==> src/rtl/alsu_pkg.sv <==
// Shared opcode map, FSM encoding and request error check for the ALSU.
package alsu_pkg;

    localparam logic [2:0] OP_AND  = 3'd0;
    localparam logic [2:0] OP_XOR  = 3'd1;
    localparam logic [2:0] OP_ADD  = 3'd2;
    localparam logic [2:0] OP_MUL  = 3'd3;
    localparam logic [2:0] OP_SHF  = 3'd4;
    localparam logic [2:0] OP_ROT  = 3'd5;
    localparam logic [2:0] OP_INV6 = 3'd6;
    localparam logic [2:0] OP_INV7 = 3'd7;

    localparam logic [0:0] ST_IDLE = 1'b0;
    localparam logic [0:0] ST_MUL  = 1'b1;

    // Reserved opcodes are always illegal; reductions only make sense for AND/XOR.
    function automatic logic is_err(input logic [2:0] op, input logic red_a, input logic red_b);
        return (op == OP_INV6) || (op == OP_INV7) ||
               ((red_a | red_b) && (op >= OP_ADD) && (op <= OP_ROT));
    endfunction

endpackage

==> src/rtl/alsu_if.sv <==
// Request/result bundle between operand sources, the ALSU and the LED fabric.
interface alsu_if #(
    parameter int WIDTH = 3,
    parameter int LED_W = 16
) ();
    logic                 in_valid;
    logic                 in_ready;
    logic [WIDTH-1:0]     A;
    logic [WIDTH-1:0]     B;
    logic [2:0]           opcode;
    logic                 cin;
    logic                 serial_in;
    logic                 direction;
    logic                 red_op_A;
    logic                 red_op_B;
    logic                 bypass_A;
    logic                 bypass_B;
    logic [2*WIDTH-1:0]   out;
    logic                 out_valid;
    logic [LED_W-1:0]     leds;

    modport slave (
        input  in_valid, A, B, opcode, cin, serial_in, direction,
               red_op_A, red_op_B, bypass_A, bypass_B,
        output in_ready, out, out_valid, leds
    );

    modport master (
        output in_valid, A, B, opcode, cin, serial_in, direction,
               red_op_A, red_op_B, bypass_A, bypass_B,
        input  in_ready, out, out_valid, leds
    );
endinterface

==> src/rtl/alsu_seq_mult.sv <==
// Iterative unsigned shift-add multiplier: one partial product per cycle, WIDTH cycles.
module alsu_seq_mult #(
    parameter int WIDTH = 3
) (
    input  logic                 clk,
    input  logic                 rst,
    input  logic                 start,
    input  logic [WIDTH-1:0]     a,
    input  logic [WIDTH-1:0]     b,
    output logic                 busy,
    output logic                 done,
    output logic [2*WIDTH-1:0]   product
);
    localparam int CW = $clog2(WIDTH + 1);

    logic [2*WIDTH-1:0] mcand_q, mcand_d;
    logic [2*WIDTH-1:0] acc_q, acc_d;
    logic [WIDTH-1:0]   mplier_q, mplier_d;
    logic [CW-1:0]      cnt_q, cnt_d;
    logic               busy_q, busy_d;

    // Load operands on start, then add one shifted partial product per busy cycle.
    always_comb begin
        mcand_d  = mcand_q;
        acc_d    = acc_q;
        mplier_d = mplier_q;
        cnt_d    = cnt_q;
        busy_d   = busy_q;
        if (start) begin
            mcand_d  = {{WIDTH{1'b0}}, a};
            mplier_d = b;
            acc_d    = '0;
            cnt_d    = CW'(WIDTH);
            busy_d   = 1'b1;
        end else if (busy_q) begin
            if (mplier_q[0]) acc_d = acc_q + mcand_q;
            mcand_d  = mcand_q << 1;
            mplier_d = mplier_q >> 1;
            cnt_d    = cnt_q - CW'(1);
            if (cnt_q == CW'(1)) busy_d = 1'b0;
        end
    end

    // Reset aborts any multiplication in flight.
    always_ff @(posedge clk or posedge rst) begin
        if (rst) begin
            mcand_q  <= '0;
            acc_q    <= '0;
            mplier_q <= '0;
            cnt_q    <= '0;
            busy_q   <= 1'b0;
        end else begin
            mcand_q  <= mcand_d;
            acc_q    <= acc_d;
            mplier_q <= mplier_d;
            cnt_q    <= cnt_d;
            busy_q   <= busy_d;
        end
    end

    assign busy    = busy_q;
    assign done    = busy_q && (cnt_q == CW'(1));
    assign product = acc_q;

endmodule

==> src/rtl/alsu_pipe.sv <==
// ALSU top: request capture, decode/error, multiply FSM, result register and error blinker.
//  state   | meaning
//  ST_IDLE | accepting requests, single-cycle ops complete one cycle after accept
//  ST_MUL  | multiplier iterating, requests held off
module alsu_pipe #(
    parameter int WIDTH          = 3,
    parameter     INPUT_PRIORITY = "A",
    parameter     FULL_ADDER     = "ON",
    parameter int LED_W          = 16,
    parameter int BLINK_DIV      = 4
) (
    input  logic   clk,
    input  logic   rst,
    alsu_if.slave  bus
);
    import alsu_pkg::*;

    localparam bit PRI_A = (INPUT_PRIORITY == "A");
    localparam bit FA_ON = (FULL_ADDER == "ON");
    localparam int OW    = 2 * WIDTH;
    localparam int BW    = $clog2(BLINK_DIV + 1);

    logic [WIDTH-1:0] a_q, a_d, b_q, b_d;
    logic [2:0]       op_q, op_d;
    logic             cin_q, cin_d, sin_q, sin_d, dir_q, dir_d;
    logic             ra_q, ra_d, rb_q, rb_d, ba_q, ba_d, bb_q, bb_d;
    logic             req_q, req_d, mul_fin_q, mul_fin_d, err_q, err_d;
    logic [0:0]       state_q, state_d;
    logic [OW-1:0]    out_q, out_d, op_res, mul_prod;
    logic             out_valid_q, out_valid_d;
    logic [LED_W-1:0] leds_q, leds_d;
    logic [BW-1:0]    blink_q, blink_d;
    logic             in_ready, accept, mul_start, mul_busy, mul_done, cap_err;
    logic [WIDTH-1:0] byp_val, red_src;
    logic             red_bit;
    logic [WIDTH:0]   sum;

    assign in_ready = (state_q == ST_IDLE) && !mul_busy;
    assign accept   = bus.in_valid && in_ready;
    assign cap_err  = is_err(op_q, ra_q, rb_q);

    alsu_seq_mult #(.WIDTH(WIDTH)) u_mult (
        .clk     (clk),
        .rst     (rst),
        .start   (mul_start),
        .a       (bus.A),
        .b       (bus.B),
        .busy    (mul_busy),
        .done    (mul_done),
        .product (mul_prod)
    );

    // Capture the request on accept; decide from live inputs whether it goes to the multiplier.
    always_comb begin
        mul_start = accept && !(bus.bypass_A || bus.bypass_B) && (bus.opcode == OP_MUL) &&
                    !is_err(bus.opcode, bus.red_op_A, bus.red_op_B);
        a_d   = accept ? bus.A         : a_q;
        b_d   = accept ? bus.B         : b_q;
        op_d  = accept ? bus.opcode    : op_q;
        cin_d = accept ? bus.cin       : cin_q;
        sin_d = accept ? bus.serial_in : sin_q;
        dir_d = accept ? bus.direction : dir_q;
        ra_d  = accept ? bus.red_op_A  : ra_q;
        rb_d  = accept ? bus.red_op_B  : rb_q;
        ba_d  = accept ? bus.bypass_A  : ba_q;
        bb_d  = accept ? bus.bypass_B  : bb_q;
        req_d     = accept && !mul_start;
        mul_fin_d = mul_done;
        state_d   = state_q;
        if (state_q == ST_IDLE && mul_start) state_d = ST_MUL;
        else if (state_q == ST_MUL && mul_done) state_d = ST_IDLE;
    end

    // Single-cycle result from the captured request: bypass, then error, then opcode.
    always_comb begin
        byp_val = (ba_q && (!bb_q || PRI_A)) ? a_q : b_q;
        red_src = (ra_q && (!rb_q || PRI_A)) ? a_q : b_q;
        red_bit = (op_q == OP_AND) ? &red_src : ^red_src;
        sum     = {1'b0, a_q} + {1'b0, b_q} + {{WIDTH{1'b0}}, cin_q & FA_ON};
        op_res  = '0;
        if (ba_q || bb_q) begin
            op_res = {{WIDTH{1'b0}}, byp_val};
        end else if (!cap_err) begin
            case (op_q)
                OP_AND:  op_res = (ra_q || rb_q) ? {{(OW-1){1'b0}}, red_bit} : {{WIDTH{1'b0}}, a_q & b_q};
                OP_XOR:  op_res = (ra_q || rb_q) ? {{(OW-1){1'b0}}, red_bit} : {{WIDTH{1'b0}}, a_q ^ b_q};
                OP_ADD:  op_res = {{(WIDTH-1){1'b0}}, sum};
                OP_SHF:  op_res = dir_q ? {out_q[OW-2:0], sin_q} : {sin_q, out_q[OW-1:1]};
                OP_ROT:  op_res = dir_q ? {out_q[OW-2:0], out_q[OW-1]} : {out_q[0], out_q[OW-1:1]};
                default: op_res = '0;
            endcase
        end
    end

    // Result register, error latch and LED blink down-counter.
    always_comb begin
        out_d       = out_q;
        out_valid_d = req_q || mul_fin_q;
        err_d       = err_q;
        leds_d      = leds_q;
        blink_d     = blink_q;
        if (req_q) out_d = op_res;
        else if (mul_fin_q) out_d = mul_prod;
        if (req_q && !(ba_q || bb_q) && cap_err) begin
            err_d   = 1'b1;
            leds_d  = '1;
            blink_d = BW'(BLINK_DIV - 1);
        end else if (req_q || mul_fin_q) begin
            err_d   = 1'b0;
            leds_d  = '0;
            blink_d = '0;
        end else if (err_q) begin
            if (blink_q == '0) begin
                leds_d  = ~leds_q;
                blink_d = BW'(BLINK_DIV - 1);
            end else begin
                blink_d = blink_q - BW'(1);
            end
        end
    end

    // All state flops share the asynchronous reset.
    always_ff @(posedge clk or posedge rst) begin
        if (rst) begin
            a_q <= '0; b_q <= '0; op_q <= '0;
            cin_q <= 1'b0; sin_q <= 1'b0; dir_q <= 1'b0;
            ra_q <= 1'b0; rb_q <= 1'b0; ba_q <= 1'b0; bb_q <= 1'b0;
            req_q <= 1'b0; mul_fin_q <= 1'b0; err_q <= 1'b0;
            state_q <= ST_IDLE;
            out_q <= '0; out_valid_q <= 1'b0;
            leds_q <= '0; blink_q <= '0;
        end else begin
            a_q <= a_d; b_q <= b_d; op_q <= op_d;
            cin_q <= cin_d; sin_q <= sin_d; dir_q <= dir_d;
            ra_q <= ra_d; rb_q <= rb_d; ba_q <= ba_d; bb_q <= bb_d;
            req_q <= req_d; mul_fin_q <= mul_fin_d; err_q <= err_d;
            state_q <= state_d;
            out_q <= out_d; out_valid_q <= out_valid_d;
            leds_q <= leds_d; blink_q <= blink_d;
        end
    end

    assign bus.in_ready  = in_ready;
    assign bus.out       = out_q;
    assign bus.out_valid = out_valid_q;
    assign bus.leds      = leds_q;

endmodule

==> src/flat_wrapper.sv <==
// flat-port wrapper written by rule: the top's interface ports become plain ports
module alsu_pipe_flat import alsu_pkg::*;
#(
    parameter int WIDTH          = 3,
    parameter     INPUT_PRIORITY = " ",
    parameter     FULL_ADDER     = "  ",
    parameter int LED_W          = 16,
    parameter int BLINK_DIV      = 4
)
  (clk, rst, bus_in_valid, bus_A, bus_B, bus_opcode, bus_cin, bus_serial_in, bus_direction, bus_red_op_A, bus_red_op_B, bus_bypass_A, bus_bypass_B, bus_in_ready, bus_out, bus_out_valid, bus_leds);
  alsu_if #(.WIDTH(WIDTH), .LED_W(LED_W)) bus_i ();
  input  logic clk;
  input  logic rst;
  input wire logic [$bits(bus_i.in_valid)-1:0] bus_in_valid;
  input wire logic [$bits(bus_i.A)-1:0] bus_A;
  input wire logic [$bits(bus_i.B)-1:0] bus_B;
  input wire logic [$bits(bus_i.opcode)-1:0] bus_opcode;
  input wire logic [$bits(bus_i.cin)-1:0] bus_cin;
  input wire logic [$bits(bus_i.serial_in)-1:0] bus_serial_in;
  input wire logic [$bits(bus_i.direction)-1:0] bus_direction;
  input wire logic [$bits(bus_i.red_op_A)-1:0] bus_red_op_A;
  input wire logic [$bits(bus_i.red_op_B)-1:0] bus_red_op_B;
  input wire logic [$bits(bus_i.bypass_A)-1:0] bus_bypass_A;
  input wire logic [$bits(bus_i.bypass_B)-1:0] bus_bypass_B;
  output wire logic [$bits(bus_i.in_ready)-1:0] bus_in_ready;
  output wire logic [$bits(bus_i.out)-1:0] bus_out;
  output wire logic [$bits(bus_i.out_valid)-1:0] bus_out_valid;
  output wire logic [$bits(bus_i.leds)-1:0] bus_leds;
  assign bus_i.in_valid = bus_in_valid;
  assign bus_i.A = bus_A;
  assign bus_i.B = bus_B;
  assign bus_i.opcode = bus_opcode;
  assign bus_i.cin = bus_cin;
  assign bus_i.serial_in = bus_serial_in;
  assign bus_i.direction = bus_direction;
  assign bus_i.red_op_A = bus_red_op_A;
  assign bus_i.red_op_B = bus_red_op_B;
  assign bus_i.bypass_A = bus_bypass_A;
  assign bus_i.bypass_B = bus_bypass_B;
  assign bus_in_ready = bus_i.in_ready;
  assign bus_out = bus_i.out;
  assign bus_out_valid = bus_i.out_valid;
  assign bus_leds = bus_i.leds;
  alsu_pipe #(.WIDTH(WIDTH), .INPUT_PRIORITY(INPUT_PRIORITY), .FULL_ADDER(FULL_ADDER), .LED_W(LED_W), .BLINK_DIV(BLINK_DIV)) u_core (.clk(clk), .rst(rst), .bus(bus_i));
endmodule
==> config.mk <==
export PLATFORM = sky130hd
export DESIGN_NAME = alsu_pipe_flat
export DESIGN_NICKNAME = d
export VERILOG_FILES = /design/src/rtl/alsu_pkg.sv /design/src/rtl/alsu_if.sv /design/src/rtl/alsu_seq_mult.sv /design/src/rtl/alsu_pipe.sv /design/src/flat_wrapper.sv
export SDC_FILE = /design/constraint.sdc
export NUM_CORES = 1
export LEC_CHECK = 0
export ABC_CLOCK_PERIOD_IN_PS = 2500
export BUFFER_PORTS_ARGS = -buffer_cell sky130_fd_sc_hd__buf_2
export CAP_MARGIN = 20
export CORE_ASPECT_RATIO = 1.1
export CORE_UTILIZATION = 44
export DETAILED_ROUTE_END_ITERATION = 10
export GPL_ROUTABILITY_DRIVEN = 0
export SLEW_MARGIN = 0
export SYNTH_ARGS = -nofsm -noshare
export SYNTH_HDL_FRONTEND = slang
export SYNTH_SLANG_ARGS = --single-unit
==> constraint.sdc <==
create_clock -name clk -period 2.5 [get_ports clk]
set_clock_uncertainty 0.05 [all_clocks]
set_input_delay 0.25 -clock clk [delete_from_list [all_inputs] [get_ports clk]]
set_output_delay 0.25 -clock clk [all_outputs]
set_load 0.02 [all_outputs]
# Yosys cells after proc, flatten, opt, wreduce, memory -nomap -nowiden
# Index checks and enable logic that the tools add are counted.
[word_totals]
inputBits = 19
out_inout_bits = 24
reg_bits = 63
[classes]
addsub = 4
n_mux = 36
bitwise = 6
magnitude_cmp = 4
n_reduce_logical = 45
n_eq_ne = 10
[op_table]
columns = ["operator", "count"]
rows = [
  ["6-bit 2-to-1 mux", 11],
  ["16-bit 2-to-1 mux", 4],
  ["3-bit 2-to-1 mux", 10],
  ["6-bit one-hot mux with 5 select lines", 1],
  ["3-bit == test, second input constant", 6],
  ["1-bit logical AND", 17],
  ["16-bit NOT", 1],
  ["2-bit nonzero test", 5],
  ["1-bit logical OR", 8],
  ["1-bit 2-to-1 mux", 8],
  ["1-bit zero test", 7],
  ["6-bit adder", 1],
  ["3-bit by 2-bit == test with 1-bit output, second input constant", 2],
  ["3-bit by 2-bit >= comparator with 1-bit output, second input constant", 2],
  ["3-bit less-or-equal comparator, second input constant", 2],
  ["3-bit zero test", 2],
  ["3-bit nonzero test", 2],
  ["3-bit by 3-bit adder with 4-bit output", 1],
  ["2-bit 2-to-1 mux", 2],
  ["2-bit AND reduction", 2],
  ["3-bit AND", 1],
  ["3-bit by 1-bit == test with 1-bit output, second input constant", 1],
  ["3-bit AND reduction", 1],
  ["3-bit XOR reduction", 1],
  ["6 further kinds", 7],
]

# Longest topological paths before layout
# Gate-level depths: netlist of run 1.
[depth]
depth_word = 10
mapped_depth = 8
mapped_depth_nobuf = 8

# Cells and area by module
# A second synthesis of run 1 with hierarchy kept.
[unflattened]
cells_unflattened = 315
area_unflattened_um2 = 3337.0
[by_module_without_submodules]
columns = ["mod", "area_per_inst_um2", "cells_per_inst", "n_inst"]
rows = [
  ["alsu_pipe", 2378.5, 219, 1],
  ["alsu_seq_mult", 958.4, 96, 1],
]

# Worst setup path after synthesis of run 1
# No wires, ideal clock.
[synth_timing]
kind = "register -> register"
startpoint = "reg u_core.rb_q"
endpoint = "reg u_core.out_q[0] (netlist: u_core.bus.out[0])"
arrival_time_ns = 1.693
n_path_buf = 0
required_ns = 2.368
path_stages_with_launch = 7
path_slack_ns = 0.675
path_cell_list = "dfrtp_1 -> nand2b_1 -> mux2_2 -> ha_1 -> nor4b_1 -> nor3_1 -> a31oi_1"
[synth_via]
elab_chain_len = 10
[synth_lines]
columns = ["item", "line_no", "text"]
rows = [
  ["from (decl)", "alsu_pipe.sv:26", "logic ra_q, ra_d, rb_q, rb_d, ba_q, ba_d, bb_q, bb_d;"],
  ["from (signal assigned)", "alsu_pipe.sv:127", "ra_q <= 1'b0; rb_q <= 1'b0; ba_q <= 1'b0; bb_q <= 1'b0;"],
  ["from (signal assigned)", "alsu_pipe.sv:135", "ra_q <= ra_d; rb_q <= rb_d; ba_q <= ba_d; bb_q <= bb_d;"],
  ["1-bit zero test", "alsu_pipe.sv:77", "red_src = (ra_q && (!rb_q || PRI_A)) ? a_q : b_q;"],
  ["1-bit logical AND", "alsu_pipe.sv:77", ""],
  ["3-bit 2-to-1 mux", "alsu_pipe.sv:77", ""],
  ["3-bit XOR reduction / 3-bit AND reduction (equally long branches)", "alsu_pipe.sv:78", "red_bit = (op_q == OP_AND) ? &red_src : ^red_src;"],
  ["1-bit 2-to-1 mux", "alsu_pipe.sv:78", ""],
  ["3-bit 2-to-1 mux (on tied branches)", "alsu_pipe.sv:86, alsu_pipe.sv:85", ""],
  ["6-bit one-hot mux with 5 select lines", "alsu_pipe.sv:84", "case (op_q)"],
  ["6-bit 2-to-1 mux *", "alsu_pipe.sv:83", "end else if (!cap_err) begin"],
  ["6-bit 2-to-1 mux *", "alsu_pipe.sv:81", "if (ba_q || bb_q) begin"],
  ["6-bit 2-to-1 mux *", "alsu_pipe.sv:102", "if (req_q) out_d = op_res;"],
  ["to (signal assigned)", "alsu_pipe.sv:138", "out_q <= out_d; out_valid_q <= out_valid_d;"],
  ["to (decl)", "alsu_pipe.sv:29", "logic [OW-1:0] out_q, out_d, op_res, mul_prod;"],
]
# Mark *: on every way between the ends. The rest lies on a longest branch, timed or not.
# A chain may end at the register's enable or synchronous reset.

# Final worst setup path of run 1
# Ends and elaborated chain as after synthesis.

==> results.sh, run 1 <==
export IMPL_outcome="complete, no violations"
export IMPL_crit_type="reg2reg"
export IMPL_num_rows=33
export IMPL_initial_core_util_pct=45.2
export IMPL_die_area_um2=7990
export IMPL_die_height_um=93.6
export IMPL_port_buffers=41
export IMPL_tns_ns=0
export IMPL_instances_no_fill=441
export IMPL_drt_total_wl_um=6660
export IMPL_route_antenna_remaining_nets=0
export IMPL_cts_path_max_buffers=2
export IMPL_area_growth_pct=13.7
export IMPL_synthTopCellsByArea="dfrtp_1 47%, mux2_2 6.0%, mux2i_1 5.4%"
export IMPL_fmax_ghz=0.501
export IMPL_arrival_ns=2.21
export IMPL_drt_pass1_iter_count=4
export IMPL_path_clk_slew_ns=0.07
export IMPL_grt_pass1_vias=2453
export IMPL_powerDensity_nw_per_um2=966
export IMPL_htreeDepth=3
export IMPL_min_period_over_period_pct=79.8
export IMPL_synthFlopType="dfrtp_1"
export IMPL_yosys_warnings=0
export IMPL_cp_slowest_cell="dfrtp_1"
export IMPL_grt_overflow_total=0
export IMPL_cts_setup_buffers=0
export IMPL_grt_max_degree=64
export IMPL_worstPathRequired_ns=2.71
export IMPL_drv_slew=0
export IMPL_critPathBufInv=0
export IMPL_synth_seq_cells=63
export IMPL_ios=43
export IMPL_setup_slack_ns=0.506
export IMPL_synth_nets=346
export IMPL_fin_crit_ns=1.99
export IMPL_crit_family="simple AND/OR/NAND/NOR gates"
export IMPL_finalSetupViolations=0
export IMPL_slew_headroom_pct=46.4
export IMPL_synth_top_area_share_pct=46.9
export IMPL_clock_latency_ns=0.34
export IMPL_fp_dieW_um=85.3
export IMPL_worst_pin_slew_ns=0.805
export IMPL_grt_antenna_before_repair=0
export IMPL_cts_resized=0
export IMPL_max_cap_violations=0
export IMPL_route_detailed_drc=0
export IMPL_routed_via_density=5.62
export IMPL_leakage_uw=0.00171
export IMPL_dp_cells=425
export IMPL_drt_iter0_markers=72
export IMPL_track_usage_pct=19.1
export IMPL_path_cells="nand2b_1 > mux2_2 > ha_1 > nor4b_1 > nor3_1 > a31oi_1"
export IMPL_synthArstFlopShare_pct=100
export IMPL_hold_buffers=0
export IMPL_syn_cell_area_um2=3360
export IMPL_vias=2480
export IMPL_syn_inst=313
export IMPL_min_path_type="in2async"
export IMPL_max_stage_delay_ns=0.41
export IMPL_crit_path_start_kind="flop"
export IMPL_dp_slack_ns=0.539
export IMPL_synth_top_area_cell="dfrtp_1"
export IMPL_dpl_hpwl_um=4630
export IMPL_vdd_drop_max_mv=0.408
export IMPL_cp_max_fo=6
export IMPL_synth_edff_count=0
export IMPL_ys_types=46
export IMPL_syn_area_per_cell_um2=10.7
export IMPL_fp_coreArea_um2=7430
export IMPL_wl_per_cell_um=15.1
export IMPL_clock_sinks=63
export IMPL_hold_viol=0
export IMPL_drive_gt1_share_pct=25.1
export IMPL_cts_tree="built"
export IMPL_cts_root_buf="clkbuf_8"
export IMPL_crit_path_end_kind="flop"
export IMPL_grt_pass1_wl_um=11800
export IMPL_diodes=0
export IMPL_rsz0062_at_grt="false"
export IMPL_numCtsBuffers=9
export IMPL_layout_nets=382
export IMPL_seq_area_frac_synth_pct=46.9
-- Yosys cell counts (4+ instances only) --
library cell	n
nor3_1	9
a31oi_1	4
mux2i_1	18
nor2b_1	4
o21a_1	16
o21ai_0	11
mux2_2	18
ha_1	12
nor2_1	10
nand2_1	19
o211ai_1	18
buf_2	6
a21o_1	7
a21oi_1	11
nand3_1	9
dfrtp_1	63
clkbuf_1	10
a211oi_1	5
inv_1	12
-- cell families after synthesis --
kind of cell | Yosys count | share of synthesized area [%]
adders and majority gates | 15 | 6.00
AOI/OAI and AO/OA | 89 | 18.7
xor gates and xnor gates | 4 | 1.04
and+or+nand+nor | 73 | 11.5
muxes | 36 | 11.4
buffers and inverters | 33 | 4.47
DFF | 63 | 46.9
-- worst min-delay path, cell delays in order --
cell and delay (ns):
buf_2 0.10, inv_2 0.03, buf_4 0.60
-- layout make-up --
class | instances | area (um2)
Timing Repair Buffer | 46 | 243
Clock inverter | 3 | 40.0
Sequential cell | 63 | 1580
Tap cell | 87 | 109
Inverter | 12 | 45.0
Clock buffer | 13 | 169
Multi-Input combinational cell | 217 | 1640
Fill cell | 692 | 3610
-- power by group --
part           switching [uW]  total [uW]  internal, uW
Clock                     384         924           540
Sequential                281        1570          1290
Combinational             643        1200           555
-- metal layers --
| metal | routed length, um | track usage [%] |
|---|---|---|
| met1 | 3180 | 25.6 |
| met2 | 3070 | 29.8 |
| met3 | 259 | 3.80 |
| met4 | 142 | 9.31 |
| met5 | 0 | 0 |
-- final timing paths --
path / cells past startpoint / to / slack, ns / start
setup / recovery: 6 / u_core.bus.out[0] / 0.51 / u_core.rb_q
min in group clk: 3 / u_core.u_mult.mcand_q[0] / 0.08 / bus_A[0]
hold / removal: 3 / u_core.bus.out[4] / 0.08 / rst
hold reg to reg: 1 / u_core.u_mult.mplier_q[1] / 0.43 / u_core.u_mult.mplier_q[1]
setup reg to reg: 6 / u_core.bus.out[0] / 0.51 / u_core.rb_q
max in group asynchronous: 3 / u_core.bb_q / 1.77 / rst
-- state kept, by name (all words and copies together) (netlist names), 2 cells and up --
| signal | flops |
|---|---|
| u_core.u_mult.mplier_q | 3 |
| u_core.blink_q | 3 |
| u_core.op_q | 3 |
| u_core.bus.leds | 16 |
| u_core.b_q | 3 |
| u_core.u_mult.product | 6 |
| u_core.bus.out | 6 |
| u_core.a_q | 3 |
| u_core.u_mult.cnt_q | 2 |
| u_core.u_mult.mcand_q | 6 |
-- through the flow --
stage               total power, uW  area, um2  utilization [%]  hold slack, ns
floorplan                      2460       3360                -           0.305
global placement               2750       3610             48.6           0.413
detailed placement             2800       3610             48.6           0.417
CTS                            3730       3820             51.4          0.0697
global route                   3960       3820             51.4          0.0866
finish                         3690       3820             51.4          0.0755
-- layout by cell type, fill, tap and decap left out, types with 4 or more instances in the layout --
cell type  count
dfrtp_1       63
buf_2         41
nand2_1       19
mux2i_1       18
o211ai_1      18
mux2_2        18
o21a_1        16
ha_1          12
clkbuf_8      12
inv_1         11
o21ai_0       11
a21oi_1       11
nor2_1        10
nor3_1         9
nand3_1        9
a21o_1         7
a211oi_1       5
buf_4          5
a31oi_1        4
nor2b_1        4
(Power assumes the default switching activity.)
==> run 2, diff against run 1 <==
- ABC_CLOCK_PERIOD_IN_PS: 2500 -> 1900
- clock period: 2.5 -> 1.9 ns (I/O delays scaled with it)
==> results.sh, run 2 (synthesis results as in run 1) <==
export IMPL_grt_max_degree=44
export IMPL_holdPathEnd="u_core.u_mult.mplier_q[2]"
export IMPL_port_buffers=41
export IMPL_cp_max_fo=3
export IMPL_setup_slack_ns=0.0103
export IMPL_cts_root_buf="clkbuf_8"
export IMPL_route_detailed_drc=0
export IMPL_num_rows=33
export IMPL_crit_type="reg2reg"
export IMPL_fp_coreArea_um2=7430
export IMPL_grt_antenna_before_repair=0
export IMPL_crit_path_end_kind="flop"
export IMPL_worstPathRequired_ns=2.11
export IMPL_cts_path_max_buffers=2
export IMPL_r2r_end="u_core.bus.out[0]"
export IMPL_die_area_um2=7990
export IMPL_initial_core_util_pct=45.2
export IMPL_wl_per_cell_um=15.2
export IMPL_clock_latency_ns=0.33
export IMPL_path_clk_slew_ns=0.07
export IMPL_reg2reg_slack_ns=0.01
export IMPL_numCtsBuffers=9
export IMPL_drt_iter0_markers=80
export IMPL_ios=43
export IMPL_vdd_drop_max_mv=0.493
export IMPL_layout_nets=399
export IMPL_grt_pass1_vias=2449
export IMPL_fin_crit_ns=1.89
export IMPL_largest_register_ffs=16
export IMPL_powerDensity_nw_per_um2=1230
export IMPL_drt_pass1_iter_count=4
export IMPL_cts_tree="built"
export IMPL_r2r_start="u_core.rb_q"
export IMPL_track_usage_pct=18.9
export IMPL_finalSetupViolations=0
export IMPL_crit_path_start_kind="flop"
export IMPL_power_uw=4910
export IMPL_drive_gt1_share_pct=29.5
export IMPL_min_path_type="in2reg"
export IMPL_die_height_um=93.6
export IMPL_grt_pass1_wl_um=11700
export IMPL_hold_viol=0
export IMPL_hp_start="bus_B[2]"
export IMPL_vias=2516
export IMPL_arrival_ns=2.10
export IMPL_grt_overflow_total=0
export IMPL_rsz0062_at_grt="true"
export IMPL_drv_slew=0
export IMPL_area_growth_pct=18.8
export IMPL_max_cap_violations=0
export IMPL_whs_path_depth=3
export IMPL_worst_hold_slack_ns=0.0299
export IMPL_mostFrequentLayoutCell="dfrtp_1"
export IMPL_leakage_uw=0.00180
export IMPL_min_period_over_period_pct=99.5
export IMPL_outcome="complete, no violations"
export IMPL_clock_sinks=63
export IMPL_r2r_cells=6
export IMPL_mostFrequentLayoutCells="63 x dfrtp_1, 41 x buf_2, 19 x nand2_1, 19 x buf_4"
export IMPL_route_antenna_remaining_nets=0
export IMPL_fp_dieW_um=85.3
export IMPL_startpoint="u_core.rb_q"
export IMPL_worst_pin_slew_ns=0.476
export IMPL_fmax_ghz=0.529
export IMPL_dp_slack_ns=0.0227
export IMPL_diodes=0
export IMPL_htreeDepth=3
export IMPL_routed_via_density=5.51
export IMPL_slew_headroom_pct=67.7
export IMPL_dpl_hpwl_um=4950
export IMPL_drt_total_wl_um=6930
==> run 2: layout make-up <==
| cell class | instances | area, um2 |
|---|---|---|
| Multi-Input combinational cell | 217 | 1670 |
| Timing Repair Buffer | 63 | 398 |
| Inverter | 12 | 45.0 |
| Fill cell | 691 | 3440 |
| Clock inverter | 4 | 45.0 |
| Sequential cell | 63 | 1580 |
| Clock buffer | 11 | 151 |
| Tap cell | 87 | 109 |
==> run 2: worst max path at each step <==
stage	slack, ns	to
after floorplan	0.07	u_core.bus.out[0]
after global placement	0.04	u_core.bus.out[0]
after detailed placement	0.02	u_core.bus.out[0]
after CTS	-0.004	u_core.bus.out[0]
after global routing	-0.08	u_core.bus.out[0]
final	0.01	u_core.bus.out[0]
==> run 2: worst max-delay path: stages, from the launching register on <==
cell and delay [ns]:
dfrtp_1 0.34, nand2b_1 0.18, mux2_2 0.36, ha_1 0.34, nor4b_2 0.30, nor3_1 0.08, a31oi_1 0.16
==> run 2: metal layers <==
layer / track usage (%) / share of wire, %
met1: 23.8 / 48
met3: 3.62 / 2.9
met2: 31.7 / 48
met4: 8.47 / 1.2
met5: 0 / 0
==> run 2: through the flow <==
| step | cell area, um2 | std cells | setup TNS [ns] | utilization, % |
|---|---|---|---|---|
| after floorplan | 3360 | 313 | 0 | - |
| after global placement | 3750 | 440 | 0 | 50.4 |
| after detailed placement | 3750 | 440 | 0 | 50.4 |
| after CTS | 3950 | 456 | -0.00385 | 53.2 |
| after global routing | 3990 | 457 | -0.0795 | 53.7 |
| final | 3990 | 457 | 0 | 53.7 |
==> run 2: report_power, final <==
group          switching (uW)  internal (uW)  leakage (uW)
clock                     490            663      0.000105
sequential                309           1690      0.000764
combinational             944            807      0.000928
total                    1740           3160       0.00180
==> run 2: what timing repair did <==
item                                    4_1_cts  5_1_grt
pin swaps                                     0        4
endpoints found under the setup margin        1       19
cloned                                        0        0
hold buffers                                  1        0
gates resized for setup                       0        5
setup buffers                                 0        1
hold endpoints to repair                     20        0
